## src/rtl/cnn_pkg.sv

```systemverilog
// Shared CNN datapath types: FSM state encoding and default frame geometry.
package cnn_pkg;

    localparam int PIX_WIDTH_DEF = 8;
    localparam int N_CH_DEF      = 8;
    localparam int CH_LEN_DEF    = 25;

    typedef enum logic [2:0] {
        ST_IDLE = 3'b001,
        ST_FILL = 3'b010,
        ST_SEND = 3'b100
    } state_e;

    function automatic int addr_w(input int depth);
        return (depth > 1) ? $clog2(depth) : 1;
    endfunction

endpackage

```

## src/rtl/pkt_buffer.sv

```systemverilog
// Simple dual-port frame RAM with registered read; no reset on contents.
module pkt_buffer
    import cnn_pkg::*;
#(
    parameter int WIDTH = PIX_WIDTH_DEF,
    parameter int DEPTH = N_CH_DEF * CH_LEN_DEF,
    parameter int AW    = addr_w(DEPTH)
) (
    input  logic             clk,
    input  logic             clk_en,
    input  logic             we_i,
    input  logic [AW-1:0]    waddr_i,
    input  logic [WIDTH-1:0] wdata_i,
    input  logic             re_i,
    input  logic [AW-1:0]    raddr_i,
    output logic [WIDTH-1:0] rdata_o
);

    logic [WIDTH-1:0] mem_q [DEPTH];
    logic [WIDTH-1:0] rdata_q;

    always_ff @(posedge clk) begin
        if (clk_en) begin
            if (we_i) mem_q[waddr_i] <= wdata_i;
            if (re_i) rdata_q <= mem_q[raddr_i];
        end
    end

    assign rdata_o = rdata_q;

endmodule

```

## src/rtl/flatten_packetizer.sv

```systemverilog
// Collects N_CH framed channels into one buffer, then replays them
// as a single flattened packet with valid/ready and a skid register.
module flatten_packetizer
    import cnn_pkg::*;
#(
    parameter int PIX_WIDTH = PIX_WIDTH_DEF,
    parameter int N_CH      = N_CH_DEF,
    parameter int CH_LEN    = CH_LEN_DEF
) (
    input  logic                 clk,
    input  logic                 rst_n,
    input  logic                 clk_en,
    input  logic [PIX_WIDTH-1:0] i_data,
    input  logic                 i_valid,
    input  logic                 i_sop,
    input  logic                 i_eop,
    output logic                 o_in_ready,
    output logic [PIX_WIDTH-1:0] o_data,
    output logic                 o_valid,
    output logic                 o_sop,
    output logic                 o_eop,
    input  logic                 i_ready,
    output logic                 o_err
);

    localparam int DIM = N_CH * CH_LEN;
    localparam int AW  = addr_w(DIM);
    localparam int PW  = addr_w(CH_LEN);
    localparam logic [AW-1:0] LAST_A = AW'(DIM - 1);
    localparam logic [PW-1:0] LAST_P = PW'(CH_LEN - 1);

    state_e state_q, state_d;
    logic [AW-1:0] wr_ptr_q, wr_ptr_d;
    logic [AW-1:0] rd_ptr_q, rd_ptr_d;
    logic [PW-1:0] pos_q, pos_d;
    logic rd_done_q, rd_done_d;
    logic rdy_q, rdy_d;
    logic err_q, err_d;
    logic rv_q, rv_d;
    logic r_sop_q, r_sop_d;
    logic r_eop_q, r_eop_d;
    logic sk_v_q, sk_v_d;
    logic sk_sop_q, sk_sop_d;
    logic sk_eop_q, sk_eop_d;
    logic [PIX_WIDTH-1:0] sk_q, sk_d;
    logic [PIX_WIDTH-1:0] rd_data;
    logic we, re, accept, frame_ok, fire;

    assign accept   = i_valid & rdy_q;
    assign frame_ok = (i_sop == (pos_q == '0)) &&
                      (i_eop == (pos_q == LAST_P));

    // Reads are only issued while the skid slot is empty, so a
    // stalled RAM beat always has somewhere to go.
    assign re = (state_q == ST_SEND) & ~rd_done_q & ~sk_v_q;

    assign o_valid = sk_v_q | rv_q;
    assign o_data  = sk_v_q ? sk_q : (rv_q ? rd_data : '0);
    assign o_sop   = sk_v_q ? sk_sop_q : (rv_q & r_sop_q);
    assign o_eop   = sk_v_q ? sk_eop_q : (rv_q & r_eop_q);
    assign fire    = o_valid & i_ready;

    assign o_in_ready = rdy_q;
    assign o_err      = err_q;

    always_comb begin
        state_d   = state_q;
        wr_ptr_d  = wr_ptr_q;
        rd_ptr_d  = rd_ptr_q;
        pos_d     = pos_q;
        rd_done_d = rd_done_q;
        rdy_d     = rdy_q;
        err_d     = 1'b0;
        rv_d      = rv_q;
        r_sop_d   = r_sop_q;
        r_eop_d   = r_eop_q;
        sk_v_d    = sk_v_q;
        sk_d      = sk_q;
        sk_sop_d  = sk_sop_q;
        sk_eop_d  = sk_eop_q;
        we        = 1'b0;
        unique case (state_q)
            ST_IDLE, ST_FILL: begin
                if (accept && (state_q == ST_FILL || i_sop)) begin
                    if (!frame_ok) begin
                        err_d    = 1'b1;
                        state_d  = ST_IDLE;
                        wr_ptr_d = '0;
                        pos_d    = '0;
                    end else begin
                        we = 1'b1;
                        if (wr_ptr_q == LAST_A) begin
                            state_d   = ST_SEND;
                            rdy_d     = 1'b0;
                            wr_ptr_d  = '0;
                            pos_d     = '0;
                            rd_ptr_d  = '0;
                            rd_done_d = 1'b0;
                        end else begin
                            state_d  = ST_FILL;
                            wr_ptr_d = wr_ptr_q + 1'b1;
                            pos_d    = (pos_q == LAST_P) ? '0 : pos_q + 1'b1;
                        end
                    end
                end
            end
            ST_SEND: begin
                if (sk_v_q) begin
                    if (i_ready) sk_v_d = 1'b0;
                end else if (rv_q && i_ready) begin
                    rv_d = 1'b0;
                end
                if (re) begin
                    if (rv_q && !i_ready) begin
                        sk_v_d   = 1'b1;
                        sk_d     = rd_data;
                        sk_sop_d = r_sop_q;
                        sk_eop_d = r_eop_q;
                    end
                    rv_d    = 1'b1;
                    r_sop_d = (rd_ptr_q == '0);
                    r_eop_d = (rd_ptr_q == LAST_A);
                    if (rd_ptr_q == LAST_A) rd_done_d = 1'b1;
                    else rd_ptr_d = rd_ptr_q + 1'b1;
                end
                if (fire && o_eop) begin
                    state_d = ST_IDLE;
                    rdy_d   = 1'b1;
                    rv_d    = 1'b0;
                    sk_v_d  = 1'b0;
                end
            end
            default: state_d = ST_IDLE;
        endcase
    end

    always_ff @(posedge clk) begin
        if (!rst_n) begin
            state_q   <= ST_IDLE;
            wr_ptr_q  <= '0;
            rd_ptr_q  <= '0;
            pos_q     <= '0;
            rd_done_q <= 1'b0;
            rdy_q     <= 1'b1;
            err_q     <= 1'b0;
            rv_q      <= 1'b0;
            r_sop_q   <= 1'b0;
            r_eop_q   <= 1'b0;
            sk_v_q    <= 1'b0;
            sk_q      <= '0;
            sk_sop_q  <= 1'b0;
            sk_eop_q  <= 1'b0;
        end else if (clk_en) begin
            state_q   <= state_d;
            wr_ptr_q  <= wr_ptr_d;
            rd_ptr_q  <= rd_ptr_d;
            pos_q     <= pos_d;
            rd_done_q <= rd_done_d;
            rdy_q     <= rdy_d;
            err_q     <= err_d;
            rv_q      <= rv_d;
            r_sop_q   <= r_sop_d;
            r_eop_q   <= r_eop_d;
            sk_v_q    <= sk_v_d;
            sk_q      <= sk_d;
            sk_sop_q  <= sk_sop_d;
            sk_eop_q  <= sk_eop_d;
        end
    end

    pkt_buffer #(
        .WIDTH (PIX_WIDTH),
        .DEPTH (DIM),
        .AW    (AW)
    ) u_buf (
        .clk     (clk),
        .clk_en  (clk_en),
        .we_i    (we),
        .waddr_i (wr_ptr_q),
        .wdata_i (i_data),
        .re_i    (re),
        .raddr_i (rd_ptr_q),
        .rdata_o (rd_data)
    );

endmodule

```

## config.mk

```make
export PLATFORM = sky130hd
export DESIGN_NAME = flatten_packetizer
export DESIGN_NICKNAME = d
export VERILOG_FILES = /design/src/rtl/cnn_pkg.sv /design/src/rtl/pkt_buffer.sv /design/src/rtl/flatten_packetizer.sv
export SDC_FILE = /design/constraint.sdc
export NUM_CORES = 2
export LEC_CHECK = 0
export ABC_AREA = 1
export CAP_MARGIN = 20
export CORE_UTILIZATION = 38
export CTS_BUF_LIST = sky130_fd_sc_hd__clkbuf_4 sky130_fd_sc_hd__clkbuf_8
export CTS_CLUSTER_SIZE = 25
export DETAILED_ROUTE_END_ITERATION = 7
export SLEW_MARGIN = 20
export SYNTH_ARGS = -nofsm -noshare
export SYNTH_HDL_FRONTEND = slang
export SYNTH_SLANG_ARGS = --single-unit
```

## constraint.sdc

```tcl
create_clock -name clk -period 2.8 [get_ports clk]
set_input_delay 0.42 -clock clk [delete_from_list [all_inputs] [get_ports clk]]
set_output_delay 0.42 -clock clk [all_outputs]
set_load 0.01 [all_outputs]
```

==> impl_metrics.tcl <==
set metrics [dict create \
    crit_start "rd_ptr_q[0]" \
    dpl_worst_slack_ns -0.2002 \
    vias 49110 \
    grt_pass1_vias 48340 \
    critPathCapture "u_buf.rdata_o[2]" \
    slowest_stage "dfxtp_4" \
    end_kind "register" \
    drc 0 \
    irDropWorstVdd_uv 514.6 \
    slew_headroom 0.4572 \
    synth_nets 6705 \
    path_depth 16 \
    die_y_um 431.4 \
    synth.top_cell.area_share 0.6891 \
    syn_avg_cell_area_um2 10.49 \
    finalSetupViolCount 0 \
    drv_slew 0 \
    die_w_um 431.4 \
    p_per_area_nw_per_um2 604.3 \
    drive_above_1_share 0.1346 \
    insertion_delay_ns 1.00 \
    syn_area_um2 70070 \
    ys_types 42 \
    synth_commonest_cells "nand2_1, edfxtp_1, nor2_1, inv_1, o21ai_0" \
    design_area_um2 82110 \
    synth-seq-cells 1649 \
    crit_buf_inv 5 \
    regArea_um2 49120 \
    htree_levels 5 \
    synth_edf_count 1608 \
    cts_made_buffers 290 \
    post-route-worst-setup-slack_ns 0.04567 \
    num_io_pins 28 \
    slowest_delay_ns 0.38 \
    arrival_ns 3.42 \
    skew_ns 0.05114 \
    synthCells 6682 \
    cts_tree "done" \
    via_per_inst 4.992 \
    clkSinkCount 1649 \
    yosys.area.top_type "edfxtp_1" \
    synth-main-ff-cell "edfxtp_1" \
    crit_path_frequent_cell "nand2_1" \
    cp-start-kind "register" \
    grt_max_degree 75 \
    placement.io_buffers 27 \
    layout_min_cycle_time_ns 2.754 \
    final_util 0.4485 \
    worstPathCellList "inv_8, buf_12, buf_12, nand2_1, nand3_1, nand2_1, nand2_1, nand2_1, nor2_1, buf_4, nor2_1, nor2_1, buf_4, nand2_1, nand2_1, nand3_1" \
    worstMarginPinSlew_ns 0.8092 \
    hold_path_depth 1 \
    cap_violations 0 \
    timing.fmax_ghz 0.3631 \
    reg2reg_to "u_buf.rdata_o[2]" \
    wl_per_cell_um 20.38 \
    clkSlewWorstSetupHoldPaths_ns 0.06 \
    clockBufferDepth 4 \
    leakagePower_nw 32.31 \
    die-area_um2 186100 \
    fillCellCount 17180 \
    drtIter0Drc 5096 \
    layout.nets 7211 \
    gp_congestion 0.9057 \
    synth_most_common_cell "nand2_1" \
    cts-root-buf "clkbuf_8" \
    async_flop_share 0 \
    crit_fanout 21 \
    routed_wl_um 200500 \
    reg2regPathDepth 16 \
    critPathTopFamily "simple AND/OR/NAND/NOR gates" \
    rows 157 \
    antenna_found_initial 3 \
    multi_input_area_um2 17290 \
    grt_pass1_wl_um 298900 \
    reg2reg_slack_ns 0.05 \
    r2r_start "rd_ptr_q[0]" \
    track_usage 0.2130 \
    hp-class "primary input to register" \
    area_delta_synth_final_pct 17.18 \
    required_ns 3.47 \
    dpl.hpwl_um 125000 \
    core_area_um2 183100 \
    status "complete, no violations" \
    yosysSeqAreaShare 0.7008 \
    drt_pass1_iterations 6 \
    initial_core_util 0.3827 \
    synthTopCellsByArea "edfxtp_1, nand2_1, nor2_1, o21ai_0, inv_1" \
    ant_nets 0 \
    yosys_warnings 0 \
    dpl_cell_area_um2 76700 \
    holdWs_ns 0.06501 \
    globalRoute.totalOverflow 0 \
    timing_worst_setup_path_type "register to register" \
    hold_violations 0 \
    p_total_mw 49.62 \
    finalCritPeriodShare 0.9837 \
]
-- routing by layer --
layer  vias up  track usage  wire [um]
met2      1891       0.3439      94480
met5         -            0          0
met1     23780       0.2849      84070
met4         0      0.08011       6691
met3       358      0.04023      15270
li1      23090            -          -
-- worst reg2reg max path: cells and delay by family, from the launching register on --
family | cells | cell delay (ns)
flip-flops | 1 | 0.38
buffers and inverters | 5 | 0.98
AND/OR/NAND/NOR | 11 | 1.10
-- cell usage in the layout (no fill, tap or decap), types with 3 or more instances in the layout --
master and count:
dfxtp_4 3, buf_12 98, bufinv_16 6, clkinv_1 60, dlygate4sd3_1 6, nand3_1 232
nand2_1 2171, clkbuf_4 81, o22ai_1 23, buf_6 3, xor2_1 6, o21ai_0 352
clkdlybuf4s50_1 14, nor2_1 1142, diode_2 6, clkinvlp_4 5, nand4_1 19, clkbuf_8 302
buf_4 418, a22o_1 10, dlygate4sd2_1 3, edfxtp_1 1608, nor2_4 3, nor3_1 8
nor2_2 10, ha_1 8, dfxtp_1 38, a21oi_1 41, nand2_2 14, a211oi_1 3
inv_1 458, o21ai_1 160, clkinv_2 30
-- power breakdown --
part / leakage (nW) / internal [mW] / switching, mW
combinational: 14.7 / 0.464 / 1.26
sequential: 14.8 / 27.1 / 0.0104
clock: 2.78 / 11.3 / 9.50
-- cell type report --
type | count | share of cell area
antenna | 6 | 0.0001829
clock buffer | 375 | 0.05669
clock inverter | 97 | 0.007208
inverter | 471 | 0.02196
multi-input combinational | 4222 | 0.2106
sequential | 1649 | 0.5982
tap | 2464 | 0.03755
timing repair buffer | 554 | 0.06760
-- cells by family (layout without fill, tap and decap cells) --
group,count (synthesis),after routing,share of synthesized area
AND/OR/NAND/NOR,3608,3608,0.1996
buffers and inverters,811,1497,0.05303
XOR/XNOR,7,7,0.0008750
AO/OA/AOI/OAI,599,599,0.04425
adder cells (fa/ha/maj),8,8,0.001429
other,0,6,0
flip-flops,1649,1649,0.7008
-- through the flow --
step / TNS [ns] / cells
2_1_floorplan: 0 / 6682
3_3_place_gp: -9.485 / 9353
3_5_place_dp: -4.793 / 9353
4_1_cts: 0 / 9832
5_1_grt: -0.08884 / 9836
6_report: 0 / 9838
-- state kept, by name, indices dropped and copies added (netlist names) --
| name | count |
|---|---|
| rv_q | 1 |
| sk_v_q | 1 |
| state_q | 3 |
| wr_ptr_q | 8 |
| rd_ptr_q | 8 |
| sk_q | 8 |
| r_sop_q | 1 |
| u_buf.mem_q | 1600 |
| rd_done_q | 1 |
| pos_q | 5 |
| u_buf.rdata_o | 8 |
| sk_eop_q | 1 |
| r_eop_q | 1 |
| o_err | 1 |
| o_in_ready | 1 |
| sk_sop_q | 1 |
-- worst min path at each step --
stage	start	end	slack, ns
6_report	i_data[6]	u_buf.mem_q[101][6]	0.07
5_1_grt	i_data[6]	u_buf.mem_q[101][6]	0.02
3_3_place_gp	o_err	o_err	0.47
2_1_floorplan	rd_done_q	rd_done_q	0.45
4_1_cts	i_data[6]	u_buf.mem_q[101][6]	0.008
3_5_place_dp	o_err	o_err	0.47
-- what timing repair did --
action | in CTS | in global routing
pin swaps | 0 | 0
hold buffers | 6 | 0
setup buffers | 1 | 0
endpoints found under the hold margin | 167 | 0
setup endpoints to repair | 33 | 152
resized for setup | 10 | 19
No activity file was read; power rests on OpenSTA's default activity.
